## src/rtl/clk_div_ctrl.sv

```systemverilog
// Clock-divider ratio sequencer. Arbitrates two ratio requesters round-robin,
// gates the divider clock while the new ratio is loaded, then lets it settle.
//
// state     | meaning
// ----------+-----------------------------------------------------------
// ST_IDLE   | divider running; requests arbitrated and accepted here
// ST_DRAIN  | clock gated, one cycle for the divider to go quiet
// ST_LOAD   | pending ratio copied onto o_div_ratio
// ST_SETTLE | clock still gated for SETTLE_CYCLES while the divider settles
module clk_div_ctrl #(
  parameter int unsigned RATIO_WIDTH   = 8,
  parameter int unsigned SETTLE_CYCLES = 4,
  parameter int unsigned RESET_RATIO   = 1
) (
  input  logic                   i_ref_clk,
  input  logic                   i_rst,
  input  logic                   i_enable,
  input  logic                   i_req0_valid,
  input  logic [RATIO_WIDTH-1:0] i_req0_ratio,
  output logic                   o_req0_ready,
  input  logic                   i_req1_valid,
  input  logic [RATIO_WIDTH-1:0] i_req1_ratio,
  output logic                   o_req1_ready,
  output logic [RATIO_WIDTH-1:0] o_div_ratio,
  output logic                   o_clk_en,
  output logic                   o_busy,
  output logic                   o_grant_id,
  output logic                   o_update_done
);

  typedef enum logic [1:0] {
    ST_IDLE   = 2'd0,
    ST_DRAIN  = 2'd1,
    ST_LOAD   = 2'd2,
    ST_SETTLE = 2'd3
  } state_t;

  localparam logic [7:0]             SETTLE_INIT = 8'(SETTLE_CYCLES);
  localparam logic [RATIO_WIDTH-1:0] RATIO_RST   = RATIO_WIDTH'(RESET_RATIO);

  state_t                 state_q, state_d;
  logic [RATIO_WIDTH-1:0] div_ratio_q, div_ratio_d;
  logic [RATIO_WIDTH-1:0] pending_q, pending_d;
  logic [7:0]             settle_cnt_q, settle_cnt_d;
  logic                   grant_id_q, grant_id_d;
  logic                   done_q, done_d;

  logic                   grant_sel;
  logic                   hs;
  logic                   same_ratio;
  logic                   settle_last;
  logic [RATIO_WIDTH-1:0] req_ratio;

  // Round-robin: on contention the requester that did not win last time wins.
  always_comb begin
    grant_sel = 1'b0;
    if (i_req0_valid && i_req1_valid) begin
      grant_sel = ~grant_id_q;
    end else if (i_req1_valid) begin
      grant_sel = 1'b1;
    end
    req_ratio   = grant_sel ? i_req1_ratio : i_req0_ratio;
    hs          = (state_q == ST_IDLE) && !i_rst && (i_req0_valid || i_req1_valid);
    same_ratio  = (req_ratio == div_ratio_q);
    settle_last = (settle_cnt_q <= 8'd1);
  end

  always_ff @(posedge i_ref_clk) begin
    if (i_rst) begin
      state_q <= ST_IDLE;
    end else begin
      state_q <= state_d;
    end
  end

  always_comb begin
    state_d = state_q;
    case (state_q)
      ST_IDLE:   if (hs && !same_ratio) state_d = ST_DRAIN;
      ST_DRAIN:  state_d = ST_LOAD;
      ST_LOAD:   state_d = ST_SETTLE;
      ST_SETTLE: if (settle_last) state_d = ST_IDLE;
      default:   state_d = ST_IDLE;
    endcase
  end

  always_comb begin
    o_req0_ready = hs && !grant_sel;
    o_req1_ready = hs && grant_sel;
    o_clk_en     = (state_q == ST_IDLE) && i_enable;
    o_busy       = (state_q != ST_IDLE);
  end

  always_comb begin
    pending_d    = hs ? req_ratio : pending_q;
    grant_id_d   = hs ? grant_sel : grant_id_q;
    div_ratio_d  = (state_q == ST_LOAD) ? pending_q : div_ratio_q;
    settle_cnt_d = settle_cnt_q;
    if (state_q == ST_LOAD) begin
      settle_cnt_d = SETTLE_INIT;
    end else if (state_q == ST_SETTLE) begin
      settle_cnt_d = settle_cnt_q - 8'd1;
    end
    // A same-ratio request completes immediately, without leaving IDLE.
    done_d = (hs && same_ratio) || ((state_q == ST_SETTLE) && settle_last);
  end

  always_ff @(posedge i_ref_clk) begin
    if (i_rst) begin
      div_ratio_q  <= RATIO_RST;
      pending_q    <= '0;
      settle_cnt_q <= 8'd0;
      grant_id_q   <= 1'b1;
      done_q       <= 1'b0;
    end else begin
      div_ratio_q  <= div_ratio_d;
      pending_q    <= pending_d;
      settle_cnt_q <= settle_cnt_d;
      grant_id_q   <= grant_id_d;
      done_q       <= done_d;
    end
  end

  assign o_div_ratio   = div_ratio_q;
  assign o_grant_id    = grant_id_q;
  assign o_update_done = done_q;

endmodule

```

## config.mk

```make
export PLATFORM = sky130hd
export DESIGN_NAME = clk_div_ctrl
export DESIGN_NICKNAME = d
export VERILOG_FILES = /design/src/rtl/clk_div_ctrl.sv
export SDC_FILE = /design/constraint.sdc
export NUM_CORES = 1
export LEC_CHECK = 0
export ABC_CLOCK_PERIOD_IN_PS = 1820
export CORE_MARGIN = 5
export CORE_UTILIZATION = 44
export CTS_CLUSTER_SIZE = 24
export DETAILED_ROUTE_END_ITERATION = 12
export HOLD_SLACK_MARGIN = 0.06
export PLACE_DENSITY_LB_ADDON = 0.08
export SLEW_MARGIN = 20
export SYNTH_ARGS = -nofsm -noshare
export SYNTH_HDL_FRONTEND = slang
export SYNTH_SLANG_ARGS = --single-unit
```

## constraint.sdc

```tcl
create_clock -name i_ref_clk -period 1.82 [get_ports i_ref_clk]
set_input_delay 0.364 -clock i_ref_clk [delete_from_list [all_inputs] [get_ports i_ref_clk]]
set_output_delay 0.364 -clock i_ref_clk [all_outputs]
set_load 0.005 [all_outputs]
```

-- After elaboration in Yosys (flattened, before gate mapping)
Index checks and enable logic that the tools add are counted.
- register bits after elaboration: 28
- input bits: 21
- output and inout bits: 14
- word-level logic and storage cells: 43
- $add $sub $neg: 1
- order comparisons: 1
- equality and inequality tests: 6
- mux-type cells: 8
- bitwise gates (word level): 1
- reduce and logical (&&, ||, !) cells: 19
- operators by type and width (cell ; count):
    $logic_and 1x1->1 ; 9
    $eq 8x8->1 ; 1
    $le 8x1->1 const B ; 1
    $mux 8 ; 1
    $pmux 2 s4 ; 1
    $sub 8x1->8 const B ; 1
    $mux 3 ; 2
    $eq 2x2->1 const B ; 2
    $mux 2 ; 2
    $ne 2x2->1 const B ; 2
    $reduce_bool 2->1 ; 2
    $logic_not 1->1 ; 3
    $eq 2x1->1 const B ; 1
    $logic_not 2->1 ; 1
    $logic_or 1x1->1 ; 2
    $mux 1 ; 2
    $reduce_and 2->1 ; 1
    $reduce_or 2->1 ; 1
    $not 1->1 ; 1

-- Longest topological paths before layout
- depth after elaboration: 8
- mapped depth: 8
- gate-level depth less buffers: 8

-- Worst setup path after synthesis
OpenSTA, ideal clock, no wires.
- path kind: input to register
- from: input port i_req1_valid
- to: register state_q[1]
- library setup time: 0.135 ns
- arrival: 1.729 ns
- data required time: 1.685 ns
- slack: -0.044 ns
- cell stages on the path: 7
- buffers on the path: 1
- cells stage by stage: a21boi_4 > buf_6 > mux2i_1 > o22ai_1 > nor4_4 > a311o_1 > o311ai_2
- word-level cells in the longest chain between the ends: 8
- RTL lines (item ; RTL line ; RTL):
    start: declaration ; 21 ; input logic i_req1_valid,
    $mux 1 or $logic_and 1x1->1 (tied branches) ; 59, 57 ;
    $mux 1 ; 57 ; if (i_req0_valid && i_req1_valid) begin
    $mux 8 ; 62 ; req_ratio = grant_sel ? i_req1_ratio : i_req0_ratio;
    $eq 8x8->1 ; 64 ; same_ratio = (req_ratio == div_ratio_q);
    $logic_not 1->1 ; 79 ; ST_IDLE: if (hs && !same_ratio) state_d = ST_DRAIN;
    $logic_and 1x1->1 * ; 79 ;
    $ne 2x2->1 (no source line) * ; - ;
    $reduce_and 2->1 (no source line) * ; - ;
    end signal: assignment ; 72 ; state_q <= state_d;
    end: declaration ; 41 ; state_t state_q, state_d;
Mark *: on every way between the ends. The rest lies on a longest branch, timed or not.
A chain may end at the register's enable or synchronous reset.

-- Worst setup path after layout
- from: register grant_id_q, in the netlist o_grant_id
- to: register state_q[1]
- word-level cells in the longest chain between the ends: 8
- RTL lines (item ; RTL line ; RTL):
    start: declaration ; 45 ; logic grant_id_q, grant_id_d;
    start signal: assignment ; 119 ; grant_id_q <= grant_id_d;
    $not 1->1 ; 58 ; grant_sel = ~grant_id_q;
    $mux 1 ; 57 ;
    $mux 8 ; 62 ;
    $eq 8x8->1 ; 64 ;
    $logic_not 1->1 ; 79 ;
    $logic_and 1x1->1 ; 79 ;
    $ne 2x2->1 (no source line) ; - ;
    $reduce_and 2->1 (no source line) ; - ;
No other way between the ends.

==> metrics.txt <==
vias in the first global route=1415; Placed Cells=267; pin count of the biggest net entering global routing=16; Setup crit end kind=flop; P_int=0.001466 W; Worst-Margin Slew=0.3715 ns; hold buffers post-CTS=0; die width=68.22 um; Comb pwr share=0.484; DP Worst Slack=-0.6527 ns; drt first-iter violations=63; drt drc=0; sequential share of the synthesized area=0.3758; min Tclk post-route=1.891 ns; CP max stage cell=nor4_4; GPL Wtd Cong=0.8507; critical path arrival=2.12 ns; Site Rows=21; via count=1395; sequential share of power=0.379; final core utilization=0.6829; Final Worst Setup Slack=-0.07076 ns; leakage=0.9017 nW; Top FF cell, synth=dfxtp_1; Clk Latency, worst-skew pair=0.33 ns; worst min-delay path class=reg2reg; Post-DRT Antenna Nets=0; XOR/XNOR Fraction of Synth Area=0.05872; VDD IR max=465.1 uV; clk slew on worst S/H paths=0.15 ns; Pins Over Slew Limit=0; Synth area leaders=dfxtp_1, mux2i_1, nor2_1; DR pass1 iterations=4; Post-DP HPWL=2930 um; Synth top area share=0.3758; clk buf depth=2; area leader, netlist=dfxtp_1; area delta synth->final=51.59%; H-tree Lvls=1; antenna violations before repair=0; Post-synth EDFFs=0; Relative slew margins=0.7497; Synth Net Count=194; Final Hold Fails=0; Final Cycle Share=1.039; Core ar.=3311 um2; Switch Pwr=0.0008051 W; clock network fraction of design power=0.137; Startpoint Class=flop; port buffer count=34; Cell Area, Synth=1491 um2; Synth Area in Compound Gates=0.1602; synth warn=0; post-synthesis area per instance=8.931 um2; RSZ-0062 raised after global routing=true; Cell variety after synth=40; Post-Synth Simple-Gate Area=0.2055; commonest non-fill, non-tap cells in the layout=buf_4, clkdlybuf4s50_1, dfxtp_1; DR vias/cell=5.073; CTS buffer count=3; violated checks=negative setup slack; Final #Nets=257; Worst Path Max Fanout=8; Ports=35; clk root buf=clkbuf_4; cell breakdown of the critical path=a21boi_4 -> buf_12 -> mux2i_4 -> o22ai_2 -> nor4_4 -> a311o_1 -> o311ai_2; Req. time, crit path=2.05 ns; die area=4654 um2; placed instance area=2066 um2; global-route usage over all layers=0.1919; Congestion Overflow GR=0; CTS sink cnt=28; Gate Count Post-Synth=167; Avg WL per Cell=14.73 um; antenna cells=0; Final Setup Violations=3; Adder-Cell Fraction of Synth Area=0.05034; post-route cell area=2261 um2; Pwr Density=1004 nW/um2; CP Class=reg2reg; commonest non-fill, non-tap cell in the layout=buf_4; fmax=528.9 MHz; Slowest Stage Delay on Critical Path=0.39 ns; main combinational cell family by area after synthesis=simple AND/OR/NAND/NOR gates; fraction of layout cells with a size suffix above 1=0.2969; max-cap violation count=0; fill count=289; clock skew=0.005424 ns; CTS tree=done; net switching share of the total power=0.3545; number of synthesized register bits=28; first-pass GRT wire length=6782 um; status=complete, but fails checks; fin cells=275; Die Y=68.22 um; WL final=4052 um; Initial Util=0.4505; Async S/R FF share, synth=0; mux contribution to synthesized area=0.1007
sequential cells by signal, summed over array words and instances, names as in the netlist:
register / count
pending_q: 8
settle_cnt_q: 8
o_update_done: 1
state_q: 2
o_div_ratio: 8
o_grant_id: 1
critical path, delay by kind of cell, from the launching register on:
family                 cells  cell delay (ns)
AOI/OAI and AO/OA          4             0.61
buffers and inverters      1             0.17
DFF                        1             0.36
muxes                      1             0.24
and+or+nand+nor            1             0.39
cells by family (layout without fill, tap and decap cells):
kind of cell | after synthesis | in the layout
compound gates | 32 | 32
xor+xnor | 10 | 10
buf+inv | 17 | 79
flops | 28 | 28
simple gates | 59 | 59
fa+ha+maj | 6 | 6
mux | 15 | 15
synthesized netlist by cell type, types with 2 or more instances:
cell      number
xor2_1         4
o22ai_1        2
dfxtp_1       28
nor4_1         2
and2_1         2
nand2_1       15
clkbuf_1       4
nor2_1        21
a211oi_1       2
nor4b_1        3
nor2b_1        8
nand3b_1       2
o211ai_1       2
ha_1           6
o21ai_0       11
inv_1         11
or2_2          2
xnor2_1        6
mux2i_1       15
through the flow:
step                      hold WS (ns)  power [W]  TNS [ns]
after global routing            0.5031   0.002430   -0.5674
after floorplan                 0.4248   0.001408  -0.04623
after detailed placement        0.4485   0.001858    -2.749
after global placement          0.4445   0.001845    -2.497
after CTS                       0.4839   0.002233   -0.1413
final                           0.4819   0.002271   -0.1432
path summary, 6_finish.rpt:
kind	start	end	slack, ns	cells past startpoint
worst max-delay path	o_grant_id$_SDFFE_PP1P_	state_q[1]$_SDFFE_PP0P_	-0.07	7
worst max register to register	o_grant_id$_SDFFE_PP1P_	state_q[1]$_SDFFE_PP0P_	-0.07	7
worst min register to register	pending_q[6]$_SDFFE_PP0P_	pending_q[6]$_SDFFE_PP0P_	0.48	2
worst min-delay path	pending_q[6]$_SDFFE_PP0P_	pending_q[6]$_SDFFE_PP0P_	0.48	2
power by group through the flow:
| stage | Clock (W) | Combinational (W) | Sequential, W |
|---|---|---|---|
| 2_1_floorplan | 0 | 0.000554 | 0.000854 |
| 5_1_grt | 0.000344 | 0.00121 | 0.000879 |
| 3_5_place_dp | 0 | 0.000996 | 0.000863 |
| 4_1_cts | 0.000323 | 0.00105 | 0.000857 |
| 3_3_place_gp | 0 | 0.000987 | 0.000858 |
| 6_report | 0.000312 | 0.00110 | 0.000860 |
cell type report:
type                       count  area [um2]  share of cell area
clock buffer                   4       36.28             0.01605
inverter                      11       41.29             0.01826
multi-input combinational    122       987.2              0.4366
sequential                    28       566.8              0.2507
tap                           46       57.56             0.02546
timing repair buffer          64       571.8              0.2529
timing repair:
item,4_1_cts,5_1_grt
buffers inserted,3,1
pin swaps,12,5
resized for setup,31,15
setup endpoints to repair,7,8
layer usage:
| metal | track usage | wire length (um) | vias to the layer above |
|---|---|---|---|
| met5 | 0 | 0 | - |
| met4 | 0.05955 | 29 | 0 |
| met3 | 0.02956 | 196 | 4 |
| met2 | 0.3057 | 1939 | 40 |
| met1 | 0.2647 | 1885 | 644 |
| li1 | - | - | 707 |
Note: power is estimated with default switching activity, not from simulation.
